<file path="src/rtl/zbt_pkg.sv">
// Shared ZBT SRAM widths, owner encoding and the read-tag record.
package zbt_pkg;
  localparam int ZBT_ADDR_W = 19;
  localparam int ZBT_DATA_W = 36;

  typedef enum logic [1:0] {
    OWN_NONE = 2'd0,
    OWN_DISP = 2'd1,
    OWN_CAM  = 2'd2,
    OWN_PROC = 2'd3
  } owner_e;

  typedef struct packed {
    logic   valid;
    owner_e owner;
  } tag_t;
endpackage

</file>
<file path="src/rtl/zbt_arbiter_if.sv">
// Requester and SRAM-side bundle of the ZBT arbiter.
interface zbt_arbiter_if;
  import zbt_pkg::*;

  logic                  disp_req;
  logic [ZBT_ADDR_W-1:0] disp_addr;
  logic [ZBT_DATA_W-1:0] disp_read_data;
  logic                  disp_valid;

  logic                  cam_req;
  logic [ZBT_ADDR_W-1:0] cam_addr;
  logic [ZBT_DATA_W-1:0] cam_write_data;
  logic                  cam_ack;

  logic                  proc_req;
  logic                  proc_we;
  logic [ZBT_ADDR_W-1:0] proc_addr;
  logic [ZBT_DATA_W-1:0] proc_write_data;
  logic                  proc_ack;
  logic [ZBT_DATA_W-1:0] proc_read_data;
  logic                  proc_valid;

  logic [ZBT_ADDR_W-1:0] zbt_addr;
  logic                  zbt_we;
  logic [ZBT_DATA_W-1:0] zbt_write_data;
  logic [ZBT_DATA_W-1:0] zbt_read_data;
  logic [1:0]            grant;

  modport slave (
    input  disp_req, disp_addr, cam_req, cam_addr, cam_write_data,
           proc_req, proc_we, proc_addr, proc_write_data, zbt_read_data,
    output disp_read_data, disp_valid, cam_ack, proc_ack, proc_read_data,
           proc_valid, zbt_addr, zbt_we, zbt_write_data, grant
  );

  modport master (
    output disp_req, disp_addr, cam_req, cam_addr, cam_write_data,
           proc_req, proc_we, proc_addr, proc_write_data, zbt_read_data,
    input  disp_read_data, disp_valid, cam_ack, proc_ack, proc_read_data,
           proc_valid, zbt_addr, zbt_we, zbt_write_data, grant
  );
endinterface

</file>
<file path="src/rtl/zbt_read_tag_pipe.sv">
// Delay line of {valid, owner} tags matching the SRAM read latency.
module zbt_read_tag_pipe import zbt_pkg::*; #(
  parameter int DEPTH = 2
) (
  input  logic clk,
  input  logic reset,
  input  tag_t tag_in,
  output tag_t tag_out
);
  tag_t [DEPTH-1:0] pipe;

  always_ff @(posedge clk or posedge reset) begin
    if (reset) begin
      pipe <= '0;
    end else begin
      for (int i = DEPTH-1; i > 0; i--) pipe[i] <= pipe[i-1];
      pipe[0] <= tag_in;
    end
  end

  assign tag_out = pipe[DEPTH-1];
endmodule

</file>
<file path="src/rtl/zbt_arbiter.sv">
// Three-way ZBT port arbiter: display has fixed priority, camera and processing
// round-robin; read returns are steered back by a tag pipeline.
module zbt_arbiter import zbt_pkg::*; #(
  parameter int READ_LATENCY = 2
) (
  input  logic         clk,
  input  logic         reset,
  zbt_arbiter_if.slave bus
);
  owner_e                sel, grant_q;
  logic                  last_proc;
  logic                  cam_ok, proc_ok;
  logic                  cam_ack_q, proc_ack_q, we_q;
  logic [ZBT_ADDR_W-1:0] addr_q;
  logic [ZBT_DATA_W-1:0] wdata_q;
  logic                  disp_valid_q, proc_valid_q;
  logic [ZBT_DATA_W-1:0] disp_data_q, proc_data_q;
  tag_t                  tag_in, tag_out;

  // An acked port may still show req this cycle; masking it avoids a re-issue.
  assign cam_ok  = bus.cam_req  & ~cam_ack_q;
  assign proc_ok = bus.proc_req & ~proc_ack_q;

  always_comb begin
    sel = OWN_NONE;
    if (bus.disp_req)          sel = OWN_DISP;
    else if (cam_ok && proc_ok) sel = last_proc ? OWN_CAM : OWN_PROC;
    else if (cam_ok)           sel = OWN_CAM;
    else if (proc_ok)          sel = OWN_PROC;
  end

  always_ff @(posedge clk or posedge reset) begin
    if (reset) begin
      grant_q    <= OWN_NONE;
      last_proc  <= 1'b1;
      cam_ack_q  <= 1'b0;
      proc_ack_q <= 1'b0;
      we_q       <= 1'b0;
      addr_q     <= '0;
      wdata_q    <= '0;
    end else begin
      grant_q    <= sel;
      cam_ack_q  <= (sel == OWN_CAM);
      proc_ack_q <= (sel == OWN_PROC);
      case (sel)
        OWN_DISP: begin
          addr_q <= bus.disp_addr;
          we_q   <= 1'b0;
        end
        OWN_CAM: begin
          addr_q    <= bus.cam_addr;
          we_q      <= 1'b1;
          wdata_q   <= bus.cam_write_data;
          last_proc <= 1'b0;
        end
        OWN_PROC: begin
          addr_q    <= bus.proc_addr;
          we_q      <= bus.proc_we;
          last_proc <= 1'b1;
          if (bus.proc_we) wdata_q <= bus.proc_write_data;
        end
        default: we_q <= 1'b0;
      endcase
    end
  end

  // Tags follow the registered command, so the pipe tail lines up with read data.
  always_comb begin
    tag_in.owner = grant_q;
    tag_in.valid = (grant_q == OWN_DISP) || ((grant_q == OWN_PROC) && !we_q);
  end

  zbt_read_tag_pipe #(.DEPTH(READ_LATENCY)) u_tag_pipe (
    .clk     (clk),
    .reset   (reset),
    .tag_in  (tag_in),
    .tag_out (tag_out)
  );

  always_ff @(posedge clk or posedge reset) begin
    if (reset) begin
      disp_valid_q <= 1'b0;
      proc_valid_q <= 1'b0;
      disp_data_q  <= '0;
      proc_data_q  <= '0;
    end else begin
      disp_valid_q <= tag_out.valid && (tag_out.owner == OWN_DISP);
      proc_valid_q <= tag_out.valid && (tag_out.owner == OWN_PROC);
      if (tag_out.valid && tag_out.owner == OWN_DISP) disp_data_q <= bus.zbt_read_data;
      if (tag_out.valid && tag_out.owner == OWN_PROC) proc_data_q <= bus.zbt_read_data;
    end
  end

  assign bus.grant          = grant_q;
  assign bus.cam_ack        = cam_ack_q;
  assign bus.proc_ack       = proc_ack_q;
  assign bus.zbt_addr       = addr_q;
  assign bus.zbt_we         = we_q;
  assign bus.zbt_write_data = wdata_q;
  assign bus.disp_valid     = disp_valid_q;
  assign bus.disp_read_data = disp_data_q;
  assign bus.proc_valid     = proc_valid_q;
  assign bus.proc_read_data = proc_data_q;
endmodule

</file>
<file path="src/flat_wrapper.sv">
// flat-port wrapper written by rule: the top's interface ports become plain ports
module zbt_arbiter_flat import zbt_pkg::*;
#(
  parameter int READ_LATENCY = 2
)
  (clk, reset, bus_disp_req, bus_disp_addr, bus_cam_req, bus_cam_addr, bus_cam_write_data, bus_proc_req, bus_proc_we, bus_proc_addr, bus_proc_write_data, bus_zbt_read_data, bus_disp_read_data, bus_disp_valid, bus_cam_ack, bus_proc_ack, bus_proc_read_data, bus_proc_valid, bus_zbt_addr, bus_zbt_we, bus_zbt_write_data, bus_grant);
  zbt_arbiter_if bus_i ();
  input  logic clk;
  input  logic reset;
  input wire logic [$bits(bus_i.disp_req)-1:0] bus_disp_req;
  input wire logic [$bits(bus_i.disp_addr)-1:0] bus_disp_addr;
  input wire logic [$bits(bus_i.cam_req)-1:0] bus_cam_req;
  input wire logic [$bits(bus_i.cam_addr)-1:0] bus_cam_addr;
  input wire logic [$bits(bus_i.cam_write_data)-1:0] bus_cam_write_data;
  input wire logic [$bits(bus_i.proc_req)-1:0] bus_proc_req;
  input wire logic [$bits(bus_i.proc_we)-1:0] bus_proc_we;
  input wire logic [$bits(bus_i.proc_addr)-1:0] bus_proc_addr;
  input wire logic [$bits(bus_i.proc_write_data)-1:0] bus_proc_write_data;
  input wire logic [$bits(bus_i.zbt_read_data)-1:0] bus_zbt_read_data;
  output wire logic [$bits(bus_i.disp_read_data)-1:0] bus_disp_read_data;
  output wire logic [$bits(bus_i.disp_valid)-1:0] bus_disp_valid;
  output wire logic [$bits(bus_i.cam_ack)-1:0] bus_cam_ack;
  output wire logic [$bits(bus_i.proc_ack)-1:0] bus_proc_ack;
  output wire logic [$bits(bus_i.proc_read_data)-1:0] bus_proc_read_data;
  output wire logic [$bits(bus_i.proc_valid)-1:0] bus_proc_valid;
  output wire logic [$bits(bus_i.zbt_addr)-1:0] bus_zbt_addr;
  output wire logic [$bits(bus_i.zbt_we)-1:0] bus_zbt_we;
  output wire logic [$bits(bus_i.zbt_write_data)-1:0] bus_zbt_write_data;
  output wire logic [$bits(bus_i.grant)-1:0] bus_grant;
  assign bus_i.disp_req = bus_disp_req;
  assign bus_i.disp_addr = bus_disp_addr;
  assign bus_i.cam_req = bus_cam_req;
  assign bus_i.cam_addr = bus_cam_addr;
  assign bus_i.cam_write_data = bus_cam_write_data;
  assign bus_i.proc_req = bus_proc_req;
  assign bus_i.proc_we = bus_proc_we;
  assign bus_i.proc_addr = bus_proc_addr;
  assign bus_i.proc_write_data = bus_proc_write_data;
  assign bus_i.zbt_read_data = bus_zbt_read_data;
  assign bus_disp_read_data = bus_i.disp_read_data;
  assign bus_disp_valid = bus_i.disp_valid;
  assign bus_cam_ack = bus_i.cam_ack;
  assign bus_proc_ack = bus_i.proc_ack;
  assign bus_proc_read_data = bus_i.proc_read_data;
  assign bus_proc_valid = bus_i.proc_valid;
  assign bus_zbt_addr = bus_i.zbt_addr;
  assign bus_zbt_we = bus_i.zbt_we;
  assign bus_zbt_write_data = bus_i.zbt_write_data;
  assign bus_grant = bus_i.grant;
  zbt_arbiter #(.READ_LATENCY(READ_LATENCY)) u_core (.clk(clk), .reset(reset), .bus(bus_i));
endmodule
</file>
<file path="config.mk">
export PLATFORM = sky130hd
export DESIGN_NAME = zbt_arbiter_flat
export DESIGN_NICKNAME = d
export VERILOG_FILES = /design/src/rtl/zbt_pkg.sv /design/src/rtl/zbt_arbiter_if.sv /design/src/rtl/zbt_read_tag_pipe.sv /design/src/rtl/zbt_arbiter.sv /design/src/flat_wrapper.sv
export SDC_FILE = /design/constraint.sdc
export NUM_CORES = 1
export LEC_CHECK = 0
export ABC_AREA = 1
export BUFFER_PORTS_ARGS = -buffer_cell sky130_fd_sc_hd__buf_2
export CORE_AREA = 2 2 119 121
export CTS_CLUSTER_SIZE = 10
export DETAILED_ROUTE_END_ITERATION = 10
export DIE_AREA = 0 0 121 123
export HOLD_SLACK_MARGIN = 0.05
export PLACE_DENSITY = 0.81
export RECOVER_POWER = 100
export SLEW_MARGIN = 20
export SYNTH_ARGS = -nofsm -noshare
export SYNTH_HDL_FRONTEND = slang
export SYNTH_HIERARCHICAL = 1
export SYNTH_SLANG_ARGS = --single-unit
export TNS_END_PERCENT = 5
</file>
<file path="constraint.sdc">
create_clock -name clk -period 7.3 [get_ports clk]
set_input_delay 1.095 -clock clk [delete_from_list [all_inputs] [get_ports clk]]
set_output_delay 1.095 -clock clk [all_outputs]
set_load 0.03 [all_outputs]
</file>
==> Yosys cells after proc, flatten, opt, wreduce, memory -nomap -nowiden <==
Cells that the tools add are included.
{ "word_totals": {"wordCells": 46, "ff_bits": 141, "output_inout_bits": 134, "input_bits": 171} }
{ "classes": {"reduce_logical": 9, "n_mux": 10, "eq_ne": 8, "bitwise": 4} }
{ "op_table": {"columns": ["cell", "count"], "rows": [
  ["36-bit one-hot mux with 2 select lines", 1],
  ["19-bit one-hot mux with 3 select lines", 1],
  ["36-bit two-way mux", 1],
  ["2-bit equality test, second input constant", 4],
  ["2-bit two-way mux", 4],
  ["2-bit by 1-bit equality test with 1-bit output, second input constant", 3],
  ["1-bit logical AND", 4],
  ["1-bit one-hot mux with 2 select lines", 2],
  ["3-bit nonzero test", 1],
  ["1-bit AND", 2],
  ["2-bit inequality test, second input constant", 1],
  ["1-bit inverter", 2],
  ["2-bit AND reduction", 1],
  ["2-bit nonzero test", 1],
  ["1-bit zero test", 1],
  ["1-bit logical OR", 1],
  ["1-bit two-way mux", 1]
]} }

==> Longest topological paths before layout <==
Gate-level depths: netlist (run 1).
{ "depth": {"ltp_word": 9, "depth_mapped": 10} }

==> Modules after synthesis <==
Netlist (run 1), hierarchy kept.
{ "by_module_without_submodules": {"columns": ["module", "cells_per_inst", "n_inst", "area_per_inst_um2", "seq_area_each_um2"], "rows": [
  ["zbt_arbiter", 757, 1, 6164.7, 3379.5],
  ["zbt_read_tag_pipe", 10, 1, 176.4, 150.1]
]} }

==> Worst setup path before layout (run 1) <==
No wires, ideal clock.
{ "synth_timing": {"kind": "input to register", "from": "input bus_cam_req", "to": "register u_core.wdata_q[0] (netlist: u_core/bus.zbt_write_data[0])", "setup_time_ns": 0.117, "slack_ns": 5.293, "arrival_time_ns": 1.890, "stages": 8, "n_path_buf": 3, "cell_sequence": "nand3_1 nand2_2 buf_6 nand3_4 buf_6 buf_6 nand3_1 nand2_1"} }
{ "synth_between": {"elab_chain_cells": 7} }
{ "synth_lines": {"columns": ["element", "line", "source"], "rows": [
  ["start: declaration", "flat_wrapper.sv:12", "input wire logic [$bits(bus_i.cam_req)-1:0] bus_cam_req;"],
  ["1-bit AND (*)", "zbt_arbiter.sv:21", "assign cam_ok = bus.cam_req & ~cam_ack_q;"],
  ["2-bit two-way mux or 1-bit logical AND (tied branches)", "zbt_arbiter.sv:28, zbt_arbiter.sv:27", null],
  ["2-bit two-way mux (*)", "zbt_arbiter.sv:27", "else if (cam_ok && proc_ok) sel = last_proc ? OWN_CAM : OWN_PROC;"],
  ["2-bit two-way mux (*)", "zbt_arbiter.sv:26", "if (bus.disp_req) sel = OWN_DISP;"],
  ["2-bit equality test", "zbt_arbiter.sv:45", "case (sel)"],
  ["2-bit inequality test (no line) or 2-bit nonzero test (tied branches)", null, null],
  ["2-bit AND reduction (no line)", null, null],
  ["end signal: assignment", "zbt_arbiter.sv:53", "wdata_q <= bus.cam_write_data;"],
  ["end signal: assignment", "zbt_arbiter.sv:60", "if (bus.proc_we) wdata_q <= bus.proc_write_data;"],
  ["end: declaration", "zbt_arbiter.sv:15", "logic [ZBT_DATA_W-1:0] wdata_q;"]
]} }
Every way passes the cells marked *; elsewhere a longest branch is shown, timed or not.
A chain may end at the register's enable or synchronous reset.

==> Final worst setup path (run 1) <==
{ "layout_timing": {"from": "input bus_proc_req", "to": "register u_core.wdata_q[26] (netlist: u_core/bus.zbt_write_data[26])"} }
{ "layout_between": {"elab_chain_cells": 8} }
{ "layout_lines": {"columns": ["element", "line", "source"], "rows": [
  ["start: declaration", "flat_wrapper.sv:15", "input wire logic [$bits(bus_i.proc_req)-1:0] bus_proc_req;"],
  ["1-bit AND (*)", "zbt_arbiter.sv:22", "assign proc_ok = bus.proc_req & ~proc_ack_q;"],
  ["2-bit two-way mux", "zbt_arbiter.sv:29", "else if (proc_ok) sel = OWN_PROC;"],
  ["2-bit two-way mux", "zbt_arbiter.sv:28", "else if (cam_ok) sel = OWN_CAM;"],
  ["2-bit two-way mux (*)", "zbt_arbiter.sv:27", null],
  ["2-bit two-way mux (*)", "zbt_arbiter.sv:26", null],
  ["2-bit equality test", "zbt_arbiter.sv:45", null],
  ["2-bit inequality test (no line) or 2-bit nonzero test (tied branches)", null, null],
  ["2-bit AND reduction (no line)", null, null]
]} }
Marks and branches as above.

==> results of run 1 <==
## worst max-delay path, delay by kind of cell
family                 cells  cell delay, ns
buffers and inverters      2            0.17
AND/OR/NAND/NOR            6            3.58
## stage by stage
step                      setup slack (ns)  instance area, um^2  std cells  utilization  power [mW]
after floorplan                       2.60                 6340        767            -        1.67
after global placement                3.64                 7800       1203        0.573        1.95
after detailed placement              3.56                 7800       1203        0.573        1.97
after CTS                             3.98                 8340       1234        0.612        2.74
after global routing                  2.40                 8130       1234        0.597        2.84
final                                 2.71                 8130       1234        0.597        2.67
## power groups by stage
stage	Sequential [mW]	Clock [mW]	Combinational (mW)
after floorplan	1.41	0	0.255
after CTS	1.06	0.781	0.902
after global routing	1.09	0.830	0.923
after detailed placement	1.07	0	0.901
after global placement	1.07	0	0.887
final	1.07	0.765	0.844
## metal layers
metal  up-vias  part of all wire  GRT usage  wire length, um
li1       2960                 -          -                -
met1      2652              0.42      0.305             7300
met2       279              0.46      0.375             7980
met3        39             0.079     0.0572             1360
met4         0             0.037     0.0981              642
met5         -                 0          0                0
## kinds of logic (layout without fill, tap and decap cells)
kind of cell | Yosys count | count (layout) | synth area share
flops | 141 | 141 | 0.557
compound gates | 91 | 91 | 0.0722
simple gates | 415 | 415 | 0.281
buf+inv | 120 | 407 | 0.0898
## synthesized netlist by cell type
library cell    n
nand4_1        27
dfstp_2         1
or2_2          18
clkbuf_2        1
nor3_1          2
nand3_1        46
buf_2          19
nand2_4         3
o21ai_0        76
nand2_2         3
nand2_1       298
nand3_4         1
a21boi_0        1
nor2_2          1
nor2_1         15
clkbuf_1       12
buf_4          13
nor2_4          1
inv_2           4
clkinv_1        1
dfrtp_1       140
a21oi_1        10
buf_6           6
o21ai_1         4
inv_1          64
## flip-flops by register name, indices dropped and copies added (netlist names)
| name | cells |
|---|---|
| u_core/bus.disp_read_data | 36 |
| u_core/bus.proc_read_data | 36 |
| u_core/bus.zbt_write_data | 36 |
| u_core/bus.zbt_addr | 19 |
| u_core/u_tag_pipe/pipe | 3 |
| u_core/u_tag_pipe/tag_out | 3 |
| u_core/bus.grant | 2 |
| u_core/bus.cam_ack | 1 |
| u_core/bus.disp_valid | 1 |
| u_core/bus.proc_ack | 1 |
| u_core/bus.proc_valid | 1 |
| u_core/bus.zbt_we | 1 |
| u_core/last_proc | 1 |
## layout make-up
type                            instances  area, um^2  area share
Sequential cell                       141        3530       0.434
Multi-Input combinational cell        506        2210       0.272
Timing Repair Buffer                  307        1370       0.169
Clock buffer                           18         439      0.0540
Inverter                               69         260      0.0320
Tap cell                              180         225      0.0277
Clock inverter                         13        91.3      0.0112
## how the worst min path moves through the flow
stage	start	to	slack, ns	cells after the start
4_1_cts	u_core/u_tag_pipe/pipe[0]	u_core/u_tag_pipe/tag_out[0]	0.35	0
3_3_place_gp	u_core/u_tag_pipe/pipe[2]	u_core/u_tag_pipe/tag_out[2]	0.33	0
2_1_floorplan	u_core/u_tag_pipe/pipe[0]	u_core/u_tag_pipe/tag_out[0]	0.33	0
6_report	u_core/u_tag_pipe/pipe[0]	u_core/u_tag_pipe/tag_out[0]	0.35	0
5_1_grt	u_core/u_tag_pipe/pipe[1]	u_core/u_tag_pipe/tag_out[1]	0.36	0
3_5_place_dp	u_core/u_tag_pipe/pipe[0]	u_core/u_tag_pipe/tag_out[0]	0.34	0
==> flow_summary.json, run 1 <==
{
  "run_status": "finished, violations left",
  "violations": "capacitance limit, slew limit",
  "portBuffers": 304,
  "htree_levels": 4,
  "reg2reg_slack_ns": 3.16,
  "vias_per_cell": 4.81,
  "yosysSeqAreaShare": 0.557,
  "syn_nets": 938,
  "final_common_cell": "nand2_1",
  "ant_nets": 0,
  "power_switching_share": 0.401,
  "fmax_mhz": 218,
  "setup_viol": 0,
  "num-fill-cells": 1279,
  "pin_count": 305,
  "synth_top_area_share": 0.552,
  "initialDrtViolationCount": 377,
  "dieArea_um2": 14900,
  "cp_slowest_stage_delay_ns": 1.25,
  "p_int_mw": 1.60,
  "powerDensity_nw_per_um2": 329,
  "cts_setup_buffers": 0,
  "cp-end-kind": "flop",
  "critPathLaunch": "bus_proc_req",
  "die_x_um": 121,
  "cp-endpoint": "u_core/bus.zbt_write_data[26]",
  "gp_congestion": 0.861,
  "die_y_um": 123,
  "timing.rr.start": "u_core/bus.proc_ack",
  "grt_pass1_vias": 5405,
  "syn_to_final_growth_pct": 28.2,
  "crit_fanout": 38,
  "drtPass1Iterations": 5,
  "fin_hold_ws_ns": 0.347,
  "cts_root_buf": "clkbuf_16",
  "yosysTopAreaCell": "dfrtp_1",
  "initial_core_util": 0.466,
  "cp.required_ns": 7.58,
  "std_cell_rows": 43,
  "maxCapViolations": 5,
  "drive_above_1_share": 0.213,
  "grt_util_all_layers": 0.234,
  "fin_tns_setup_ns": 0,
  "cts_buffers": 17,
  "p_switching_mw": 1.07,
  "grt.overflow.total": 0,
  "seqPwrFrac": 0.398,
  "period_share": 0.628,
  "crit_slowest_cell": "nand3_1",
  "cts_sinks": 141,
  "nNetsFinal": 1213,
  "reg2reg_depth": 6,
  "p_comb_frac": 0.316,
  "crit_type": "primary input to flop",
  "mappedNetlistArea_um2": 6340,
  "path_clk_slew_ns": 0.06,
  "final_cell_mix": "301 x nand2_1, 167 x buf_2, 140 x dfrtp_1",
  "rsz0062_at_grt": "no",
  "cts_tree": "yes",
  "hold_buffers": 0,
  "ys_seq_elements": 141,
  "period_minus_slack_ns": 4.59,
  "grt_max_degree": 74,
  "netlist_instances": 767,
  "cp_cell_sequence": "clkbuf_1 > clkinv_1 > nor2_1 > nand2_1 > nand3_1 > nand2_4 > nand2_1 > nand2_1",
  "synthTopCellsByArea": "dfrtp_1 55%, nand2_1 18%, o21ai_0 6.0%",
  "synth_cell_types": 25,
  "routed_wl_um": 17300,
  "hpwlAfterDp_um": 12300,
  "yosysWarnings": 6,
  "clk_latency_ns": 0.41,
  "core_um2": 13600,
  "cp.arrival_ns": 4.86,
  "grt_pass1_wl_um": 27100,
  "p_leak_nw": 4.38,
  "avgSynthCellArea_um2": 8.27,
  "holdCritPathClass": "flop to flop",
  "cts_resized": 0,
  "antenna_found_initial": 0,
  "peakVddDrop_uv": 144,
  "slew_viol_final": 323,
  "hold_violations": 0,
  "vias": 5930,
  "startpoint_type": "primary input",
  "r2r-end": "u_core/bus.zbt_write_data[26]",
  "cpMostUsedCell": "nand2_1",
  "clkPwrFrac": 0.286,
  "detail_route.wl_per_cell_um": 14.0,
  "n_antenna_cell": 0,
  "route.detailed.drc": 0,
  "cts.path.max_buffers": 2,
  "fin_skew_ns": 0.0105,
  "slew_headroom": -0.747,
  "max_slew.worst_pin.slew_ns": 2.61
}
Power figures use the tool's default switching activity.
==> inputs of run 2 (changes only) <==
--- a/config.mk
+++ b/config.mk
@@ -5,14 +5,14 @@
 export SDC_FILE = /design/constraint.sdc
 export NUM_CORES = 1
 export LEC_CHECK = 0
-export ABC_AREA = 1
+export ABC_AREA = 0
 export BUFFER_PORTS_ARGS = -buffer_cell sky130_fd_sc_hd__buf_2
-export CORE_AREA = 2 2 119 121
+export CORE_MARGIN = 1.5
+export CORE_UTILIZATION = 46
 export CTS_CLUSTER_SIZE = 10
 export DETAILED_ROUTE_END_ITERATION = 10
-export DIE_AREA = 0 0 121 123
 export HOLD_SLACK_MARGIN = 0.05
-export PLACE_DENSITY = 0.81
+export PLACE_DENSITY = 0.8
 export RECOVER_POWER = 100
 export SLEW_MARGIN = 20
 export SYNTH_ARGS = -nofsm -noshare
==> constraint.sdc (replaced) <==
create_clock -name clk -period 4.6 [get_ports clk]
set_input_delay 0.69 -clock clk [delete_from_list [all_inputs] [get_ports clk]]
set_output_delay 0.69 -clock clk [all_outputs]
set_load 0.03 [all_outputs]
==> flow_summary.json, run 2 <==
{
  "run_status": "finished, violations left",
  "violations": "capacitance limit, slew limit",
  "htree_levels": 4,
  "avgSynthCellArea_um2": 13.5,
  "final_cell_mix": "169 x buf_2, 140 x dfrtp_1, 138 x clkbuf_1",
  "fmax_mhz": 339,
  "gp_congestion": 0.824,
  "final_cells": 924,
  "fin_tns_setup_ns": 0,
  "cp.arrival_ns": 3.30,
  "drtPass1Iterations": 4,
  "grt_util_all_layers": 0.242,
  "syn_nets": 624,
  "cts.path.max_buffers": 2,
  "vias": 5049,
  "r2r-end": "u_core/bus.zbt_write_data[32]",
  "synth_cell_types": 35,
  "cts_buffers": 17,
  "cts_root_buf": "clkbuf_16",
  "powerDensity_nw_per_um2": 534,
  "grt.overflow.total": 0,
  "path_delay_family": "buffers and inverters",
  "reg2reg_slack_ns": 1.94,
  "netlist_instances": 453,
  "setup_viol": 0,
  "cp-end-kind": "flop",
  "ys_seq_elements": 141,
  "std_cell_rows": 42,
  "synthFlopType": "dfrtp_1",
  "ant_nets": 0,
  "cp_slowest_stage_delay_ns": 0.92,
  "peakVddDrop_uv": 237,
  "async_reset_ff_frac": 1.00,
  "reg2reg_depth": 4,
  "max_slew.worst_pin.slew_ns": 2.23,
  "synth_top_area_share": 0.571,
  "cts_resized": 0,
  "p_leak_nw": 3.51,
  "detail_route.wl_per_cell_um": 18.5,
  "cts_setup_buffers": 0,
  "mappedNetlistArea_um2": 6140,
  "grt_pass1_vias": 5202,
  "dieArea_um2": 14000,
  "cp.required_ns": 4.94,
  "die_y_um": 119,
  "holdCritPathClass": "primary input to async pin",
  "synthTopCellsByArea": "dfrtp_1 57%, mux2_2 13%, o221a_1 5.3%",
  "cts_tree": "yes",
  "num-fill-cells": 1111,
  "slew_viol_final": 185,
  "cp_cell_sequence": "buf_2 > and4bb_2 > a22o_1 > clkbuf_1 > o221a_2",
  "initial_core_util": 0.467,
  "core_um2": 13100,
  "hold_buffers": 0,
  "synth_top_family_by_area": "multiplexers",
  "fin_hold_ws_ns": 0.232,
  "crit_type": "primary input to flop",
  "yosys.area_share.simple": 0.116,
  "syn_to_final_growth_pct": 30.4,
  "fin_skew_ns": 0.00590,
  "dp_cells": 893,
  "nNetsFinal": 907,
  "path_clk_slew_ns": 0.06,
  "antenna_found_initial": 1,
  "route.detailed.drc": 0,
  "crit_slowest_cell": "clkbuf_1",
  "initialDrtViolationCount": 275,
  "period_minus_slack_ns": 2.95,
  "clk_latency_ns": 0.41,
  "yosysSeqAreaShare": 0.575,
  "synth_xor_area_frac": 0,
  "routed_wl_um": 17100,
  "drive_above_1_share": 0.394,
  "cts_sinks": 141,
  "maxCapViolations": 3,
  "rsz0062_at_grt": "no",
  "post-route-util": 0.609,
  "synth_edf_count": 0,
  "final_common_cell": "buf_2",
  "slew_headroom": -0.489,
  "grt_pass1_wl_um": 26400,
  "crit_fanout": 64,
  "die_x_um": 119,
  "period_share": 0.642,
  "hpwlAfterDp_um": 12300,
  "pin_count": 305,
  "vias_per_cell": 5.46,
  "yosysWarnings": 6,
  "synthTopCellsByCount": "140 x dfrtp_1, 72 x mux2_2, 37 x or3_1",
  "timing.rr.start": "u_core/last_proc",
  "synthAdderAreaFrac": 0,
  "startpoint_type": "primary input",
  "synth_compound_area_frac": 0.127,
  "yosysTopAreaCell": "dfrtp_1",
  "grt_max_degree": 109,
  "cp_num_buf_inv": 2,
  "portBuffers": 304,
  "synth.mux.area_fraction": 0.132,
  "hold_violations": 0,
  "synth_most_common_cell": "dfrtp_1"
}
## run 2: cell types whose count changed in the layout (fill, tap and decap cells not counted), moves of 15 or more
cell     change
nand2_1    -282
o21ai_0     -80
mux2_2      +68
inv_1       -62
nand3_1     -46
or3_1       +37
o221a_1     +29
nand4_1     -27
nor4b_1     +19
o31ai_1     +19
o32a_1      +19
or2_2       -18
nor2_1      -15
## run 2: worst reg2reg max path, delay by kind of cell, from the launching register on
family	cells	cell delay (ns)
compound gates	2	0.84
buf+inv	1	0.92
flops	1	0.57
simple gates	1	0.28
## run 2: power breakdown
group / total, mW / switching, mW / leakage (nW) / internal, mW
Sequential: 1.70 / 0.166 / 1.63 / 1.53
Clock: 1.20 / 0.493 / 0.260 / 0.707
Combinational: 1.38 / 0.952 / 1.62 / 0.426
## run 2: routing by layer
metal / wire, um / global-route usage / vias to the layer above
li1: - / - / 2293
met4: 418 / 0.106 / 0
met2: 8640 / 0.411 / 256
met3: 1360 / 0.0690 / 33
met1: 6700 / 0.288 / 2467
met5: 0 / 0 / -
## run 2: worst max path at each step
stage,depth (start not counted),from,slack [ns],endpoint
global route,5,bus_disp_req,1.50,u_core/bus.zbt_write_data[25]
detailed placement,4,bus_disp_req,1.51,u_core/bus.zbt_write_data[25]
finish,5,bus_disp_req,1.65,u_core/bus.zbt_write_data[32]
CTS,4,bus_disp_req,1.96,u_core/bus.zbt_write_data[23]
global placement,4,bus_disp_req,1.65,u_core/bus.zbt_write_data[35]
floorplan,1,reset,0.30,u_core/bus.cam_ack
## run 2: cell type report
type                            count  area [um^2]  area share
Tap cell                          176          220      0.0275
Clock buffer                       19          453      0.0566
Clock inverter                     11         71.3     0.00891
Antenna cell                        1         2.50    0.000313
Sequential cell                   141         3530       0.441
Multi-Input combinational cell    260         2310       0.288
Inverter                            5         22.5     0.00282
Timing Repair Buffer              311         1390       0.174
## run 2: cells by family (layout without fill, tap and decap cells)
logic type             Yosys count  after routing
buffers and inverters           52            346
other                            0              1
AO/OA/AOI/OAI                   79             79
AND/OR/NAND/NOR                109            109
multiplexers                    72             72
flip-flops                     141            141
## run 2: stage by stage
| step | setup WS [ns] | total power [mW] | cell area, um^2 |
|---|---|---|---|
| floorplan | 0.301 | 2.68 | 6140 |
| global placement | 1.65 | 3.11 | 7660 |
| detailed placement | 1.51 | 3.17 | 7660 |
| CTS | 1.96 | 4.38 | 8180 |
| global route | 1.50 | 4.46 | 8000 |
| finish | 1.65 | 4.27 | 8000 |
